[src/rtl/rf_pkg.sv]
`default_nettype none
// ============================================================================
//  Module      : rf_pkg
//  Description : Shared defaults and read-port packing helpers for the
//                scoreboarded register file and the decode stage.
//  Revision    : 1.0 - initial release
// ============================================================================
package rf_pkg;

  // Default data word width.
  localparam int c_word_w_def    = 32;
  // Default register index width (2**c_reg_idx_w_def registers).
  localparam int c_reg_idx_w_def = 5;

  // LSB position of a port's field inside a packed multi-port bus.
  function automatic int rd_lsb(input int port, input int width);
    return port * width;
  endfunction

endpackage
`default_nettype wire

[src/rtl/rf_read_port.sv]
`default_nettype none
// ============================================================================
//  Module      : rf_read_port
//  Description : One combinational read port: register mux, x0 masking and
//                optional writeback bypass.
//  Config      : RF_BYPASS_EN - forward the in-flight writeback to the read.
//  Revision    : 1.0 - initial release
// ============================================================================
module rf_read_port
  import rf_pkg::*;
#(
  parameter int WORD_W    = c_word_w_def,
  parameter int REG_IDX_W = c_reg_idx_w_def
) (
  input  logic [REG_IDX_W-1:0]    rd_idx_i,
  input  logic [WORD_W-1:0]       regs_i [2**REG_IDX_W],
  input  logic [2**REG_IDX_W-1:0] busy_i,
  input  logic                    iss_en_i,
  input  logic [REG_IDX_W-1:0]    iss_reg_i,
  input  logic                    wb_en_i,
  input  logic [REG_IDX_W-1:0]    wb_reg_i,
  input  logic [WORD_W-1:0]       wb_data_i,
  output logic [WORD_W-1:0]       rd_data_o,
  output logic                    rd_busy_o
);

  logic byp_hit;
  logic byp_busy;

`ifdef RF_BYPASS_EN
  // Writeback landing this cycle is visible now; a same-cycle issue re-arms busy.
  assign byp_hit  = wb_en_i && (wb_reg_i == rd_idx_i);
  assign byp_busy = iss_en_i && (iss_reg_i == rd_idx_i);
`else
  assign byp_hit  = 1'b0;
  assign byp_busy = 1'b0;
  logic unused_bypass;
  assign unused_bypass = ^{iss_en_i, iss_reg_i, wb_en_i, wb_reg_i};
`endif

  // Select stored or forwarded value; x0 always reads as an idle zero.
  always_comb begin
    rd_data_o = regs_i[rd_idx_i];
    rd_busy_o = busy_i[rd_idx_i];
    if (byp_hit) begin
      rd_data_o = wb_data_i;
      rd_busy_o = byp_busy;
    end
    if (rd_idx_i == '0) begin
      rd_data_o = '0;
      rd_busy_o = 1'b0;
    end
  end

endmodule
`default_nettype wire

[src/rtl/regfile_sb.sv]
`default_nettype none
// ============================================================================
//  Module      : regfile_sb
//  Description : Register file with per-register busy scoreboard, NUM_RD
//                combinational read ports, one writeback and one issue port.
//  Config      : RF_BYPASS_EN - same-cycle writeback forwarding on reads.
//  Revision    : 1.0 - initial release
// ============================================================================
module regfile_sb
  import rf_pkg::*;
#(
  parameter int WORD_W    = c_word_w_def,
  parameter int REG_IDX_W = c_reg_idx_w_def,
  parameter int NUM_RD    = 2
) (
  input  logic                        clk,
  input  logic                        rf_reset,
  input  logic                        clr,
  input  logic [NUM_RD*REG_IDX_W-1:0] i_rd_idx,
  output logic [NUM_RD*WORD_W-1:0]    o_rd_data,
  output logic [NUM_RD-1:0]           o_rd_busy,
  input  logic                        i_iss_en,
  input  logic [REG_IDX_W-1:0]        i_iss_reg,
  input  logic                        i_wb_en,
  input  logic [REG_IDX_W-1:0]        i_wb_reg,
  input  logic [WORD_W-1:0]           i_wb_data,
  output logic [REG_IDX_W-1:0]        o_busy_cnt,
  output logic                        o_stall
);

  localparam int c_num_regs = 2**REG_IDX_W;

  logic [WORD_W-1:0]     regs_q [c_num_regs];
  logic [c_num_regs-1:0] busy_q;
  logic [c_num_regs-1:0] busy_d;
  logic [REG_IDX_W-1:0]  cnt_q;
  logic [REG_IDX_W-1:0]  cnt_d;
  logic                  iss_ok;
  logic                  wb_ok;

  // Traffic aimed at x0 is dropped at the source.
  assign iss_ok = i_iss_en && (i_iss_reg != '0);
  assign wb_ok  = i_wb_en && (i_wb_reg != '0);

  // Next scoreboard: clear, then retire writeback, then issue (newest producer wins).
  always_comb begin
    busy_d = clr ? '0 : busy_q;
    if (wb_ok) begin
      busy_d[i_wb_reg] = 1'b0;
    end
    if (iss_ok) begin
      busy_d[i_iss_reg] = 1'b1;
    end
    busy_d[0] = 1'b0;
  end

  // Popcount of the next scoreboard; x0 is never busy so the count cannot wrap.
  always_comb begin
    cnt_d = '0;
    for (int i = 1; i < c_num_regs; i++) begin
      cnt_d = cnt_d + REG_IDX_W'(busy_d[i]);
    end
  end

  // Register storage: writeback lands at the edge, reset zeroes everything.
  always_ff @(posedge clk or negedge rf_reset) begin
    if (!rf_reset) begin
      for (int i = 0; i < c_num_regs; i++) begin
        regs_q[i] <= '0;
      end
    end else if (wb_ok) begin
      regs_q[i_wb_reg] <= i_wb_data;
    end
  end

  // Scoreboard and busy count state.
  always_ff @(posedge clk or negedge rf_reset) begin
    if (!rf_reset) begin
      busy_q <= '0;
      cnt_q  <= '0;
    end else begin
      busy_q <= busy_d;
      cnt_q  <= cnt_d;
    end
  end

  for (genvar k = 0; k < NUM_RD; k++) begin : g_rd_port
    rf_read_port #(
      .WORD_W    (WORD_W),
      .REG_IDX_W (REG_IDX_W)
    ) u_rd_port (
      .rd_idx_i  (i_rd_idx[rd_lsb(k, REG_IDX_W) +: REG_IDX_W]),
      .regs_i    (regs_q),
      .busy_i    (busy_q),
      .iss_en_i  (i_iss_en),
      .iss_reg_i (i_iss_reg),
      .wb_en_i   (i_wb_en),
      .wb_reg_i  (i_wb_reg),
      .wb_data_i (i_wb_data),
      .rd_data_o (o_rd_data[rd_lsb(k, WORD_W) +: WORD_W]),
      .rd_busy_o (o_rd_busy[k])
    );
  end

  assign o_busy_cnt = cnt_q;
  assign o_stall    = |o_rd_busy;

endmodule
`default_nettype wire

[config.mk]
export PLATFORM = sky130hd
export DESIGN_NAME = regfile_sb
export DESIGN_NICKNAME = d
export VERILOG_FILES = /design/src/rtl/rf_pkg.sv /design/src/rtl/rf_read_port.sv /design/src/rtl/regfile_sb.sv
export SDC_FILE = /design/constraint.sdc
export NUM_CORES = 2
export LEC_CHECK = 0
export CORE_MARGIN = 4
export CORE_UTILIZATION = 25
export CTS_BUF_LIST = sky130_fd_sc_hd__clkbuf_8
export DETAILED_ROUTE_END_ITERATION = 12
export SETUP_SLACK_MARGIN = 0.05
export SYNTH_ARGS = -nofsm -noshare
export SYNTH_HDL_FRONTEND = slang
export SYNTH_HIERARCHICAL = 1
export SYNTH_SLANG_ARGS = --single-unit
[constraint.sdc]
create_clock -name clk -period 9 [get_ports clk]
set_clock_uncertainty 0.1 [all_clocks]
set_input_delay 0.9 -clock clk [delete_from_list [all_inputs] [get_ports clk]]
set_output_delay 0.9 -clock clk [all_outputs]
set_load 0.03 [all_outputs]
==> impl_metrics.py <==
metrics = {
    "detailed_routing": {
        "vias": 36860,
        "drtIter0Drc": 3139,
        "dr.pass1.iters": 6,
        "wl_um": 193000,
        "wl_per_cell_um": 27.68,
        "vias_per_cell": 5.287,
        "ant_nets": 0,
        "drc": 0,
    },
    "critical_path": {
        "cp_max_fo": 33,
        "reg2reg_slack_ns": 3.61,
        "cp-start-kind": "input port",
        "criticalPathCategory": "input port to flop",
        "r2r_end": "o_busy_cnt[4]$_DFF_PN0_",
        "worstSetupStartpoint": "i_wb_reg[2]",
        "crit_path_end_kind": "flop",
        "cp_data_required_time_ns": 9.69,
        "cp.arrival_ns": 7.51,
        "r2r_cells": 16,
        "r2r_start": "busy_q[14]$_DFF_PN0_",
        "endpoint": "o_busy_cnt[4]$_DFF_PN0_",
    },
    "clock_tree": {
        "cts_sinks": 1060,
        "clock_path_buffers": 3,
        "path_clk_slew_ns": 0.06,
        "tritoncts": "done",
        "insertion_delay_ns": 0.91,
        "cts-resized-gates": 0,
        "h-tree-depth": 4,
        "cts_buffers": 176,
        "root_buffer": "clkbuf_8",
        "cts_setup_buffers": 0,
    },
    "placement": {
        "gp_congestion": 0.8404,
        "hpwl_um": 107400,
        "place_area_sq_mm": 0.06145,
        "dp_cells": 6656,
        "numPortBuffers": 128,
    },
    "yosys": {
        "synth.avg_cell_area_sq_um": 14.96,
        "synth_cells": 3859,
        "syn_area_sq_mm": 0.05775,
        "ys.flop_type": "dfrtp_1",
        "synth_edf_count": 0,
        "synth_warnings": 6,
        "synthDistinctLibCells": 56,
        "ys_ff_latch": 1060,
        "ys_seq_area_share_pct": 45.93,
        "synthArstFlopShare_pct": 100.0,
    },
    "power_and_ir_drop": {
        "ir_drop_mv": 0.1253,
        "p_leak_nw": 27.37,
        "p_per_area_mw_per_mm2": 208.9,
    },
    "timing": {
        "post-route-min-period_ns": 6.817,
        "max_slew_margin_pct": 21.18,
        "totalNegativeSetupSlack_ns": 0,
        "hold_viol_final": 0,
        "drv_slew": 0,
        "setup_viol": 0,
        "holdWs_ns": 0.2939,
        "tightestPinTransition_ns": 1.174,
        "final.period_utilization_pct": 75.74,
        "fmax_mhz": 146.7,
        "rsz0062_at_grt": "no",
    },
    "die": {
        "io_pins": 129,
        "die_h_um": 488.6,
        "start_util_pct": 25.12,
        "dieArea_sq_mm": 0.2387,
        "core_sq_mm": 0.2299,
        "dieWidth_um": 488.6,
        "num_rows": 176,
    },
    "global_routing": {
        "grt_pass1_wl_um": 280300,
        "grt_usage_pct": 15.95,
        "grt_pass1_vias": 38490,
        "grt_max_degree": 159,
        "gr-total-overflow": 0,
        "grt_antenna_before_repair": 18,
    },
    "final_layout": {
        "design_area_sq_mm": 0.06511,
        "stdcell_count": 6971,
        "areaGrowthSynthToFinish_pct": 12.74,
        "final_cell_mix": "1060 x dfrtp_1, 1051 x mux2_2, 426 x mux4_2",
        "final_common_cell": "dfrtp_1",
        "drive_above_1_share_pct": 48.46,
        "fin_nets": 3896,
    },
    "worst_hold_path": {
        "hp-class": "flop to flop",
    },
    "run_status": {
        "status": "completed",
    },
    "job": {
        "max_cap_viol_count": 0,
    },
}
==> cell families after synthesis <==
kind of cell             after synthesis  share of synthesized area (%)
adder cells (fa/ha/maj)               30                         0.9490
AND/OR/NAND/NOR                      201                          1.961
multiplexers                        1652                          41.17
buffers and inverters                488                          4.524
AO/OA/AOI/OAI                        424                          5.408
XOR/XNOR                               3                        0.04551
flip-flops                          1060                          45.93
other                                  1                       0.006494
==> state kept, by name (all words and copies together) (netlist names) <==
name        count
regs_q       1024
busy_q         31
o_busy_cnt      5
==> how the worst min path moves through the flow <==
| stage | to | start | cells after the start | slack, ns |
|---|---|---|---|---|
| floorplan | regs_q[1003]$_DFFE_PN0P_ | regs_q[1003]$_DFFE_PN0P_ | 1 | 0.34 |
| global placement | regs_q[1000]$_DFFE_PN0P_ | regs_q[1000]$_DFFE_PN0P_ | 0 | 0.28 |
| detailed placement | regs_q[995]$_DFFE_PN0P_ | regs_q[995]$_DFFE_PN0P_ | 0 | 0.28 |
| CTS | regs_q[995]$_DFFE_PN0P_ | regs_q[995]$_DFFE_PN0P_ | 0 | 0.29 |
| global route | regs_q[1016]$_DFFE_PN0P_ | regs_q[1016]$_DFFE_PN0P_ | 0 | 0.31 |
| finish | regs_q[1002]$_DFFE_PN0P_ | regs_q[1002]$_DFFE_PN0P_ | 0 | 0.29 |
==> where the power goes <==
group          switching (mW)  internal (mW)  total [mW]
Sequential              0.631           5.65        6.28
Clock                    2.02           2.40        4.42
Combinational            1.23           1.67        2.90
==> stage by stage <==
step,power (mW),worst slack (ns),util [%]
floorplan,8.329,2.778,-
global placement,9.134,1.472,26.73
detailed placement,9.262,1.369,26.73
CTS,13.70,2.279,28.31
global route,14.22,1.998,28.32
finish,13.60,2.183,28.32
==> cells in the mapped netlist (all sizes together) (39+ instances only) <==
master	instances	area, sq um
a211oi	66	495.5
a221oi	50	463.0
a22oi	66	495.5
a311oi	66	590.6
buf	250	1714
clkbuf	198	748.2
dfrtp	1060	26530
inv	39	146.4
mux2	1058	11910
mux2i	132	1321
mux4	462	10540
nand2	45	168.9
nor2b	80	500.5
o21ai	116	580.6
==> what timing repair did <==
action,4_1_cts,5_1_grt
setup endpoints to repair,0,0
hold buffers,1,0
endpoints found under the hold margin,88,0
==> layout make-up <==
cell class                 instances  area (sq um)
sequential                      1060         26530
clock inverter                    75         397.9
fill                           23080        164800
antenna                            4         10.01
clock buffer                     235          3234
multi-input combinational       2312         28890
timing repair buffer             219          2112
tap                             3026          3786
inverter                          40         155.1
==> critical path, cell delays in order <==
cell and delay, ns:
clkdlybuf4s50_1 0.66, nand4b_1 0.43, or3_4 0.84, o2bb2ai_1 0.31, fa_1 0.53, inv_1 0.05, fa_1 0.48, fa_1 0.60
fa_1 0.46, fa_1 0.51, inv_1 0.05, fa_1 0.52, fa_1 0.20, inv_1 0.06, fa_1 0.39, nand2b_1 0.16
a21oi_1 0.15, xor2_1 0.20
==> routing by layer <==
| layer | global-route usage [%] | part of all wire, % | vias up |
|---|---|---|---|
| met5 | 0 | 0.020 | - |
| met2 | 26.45 | 49 | 1444 |
| met4 | 7.356 | 4.6 | 6 |
| li1 | - | - | 14880 |
| met3 | 3.600 | 6.7 | 437 |
| met1 | 19.75 | 40 | 20090 |
(Power assumes the default switching activity.)
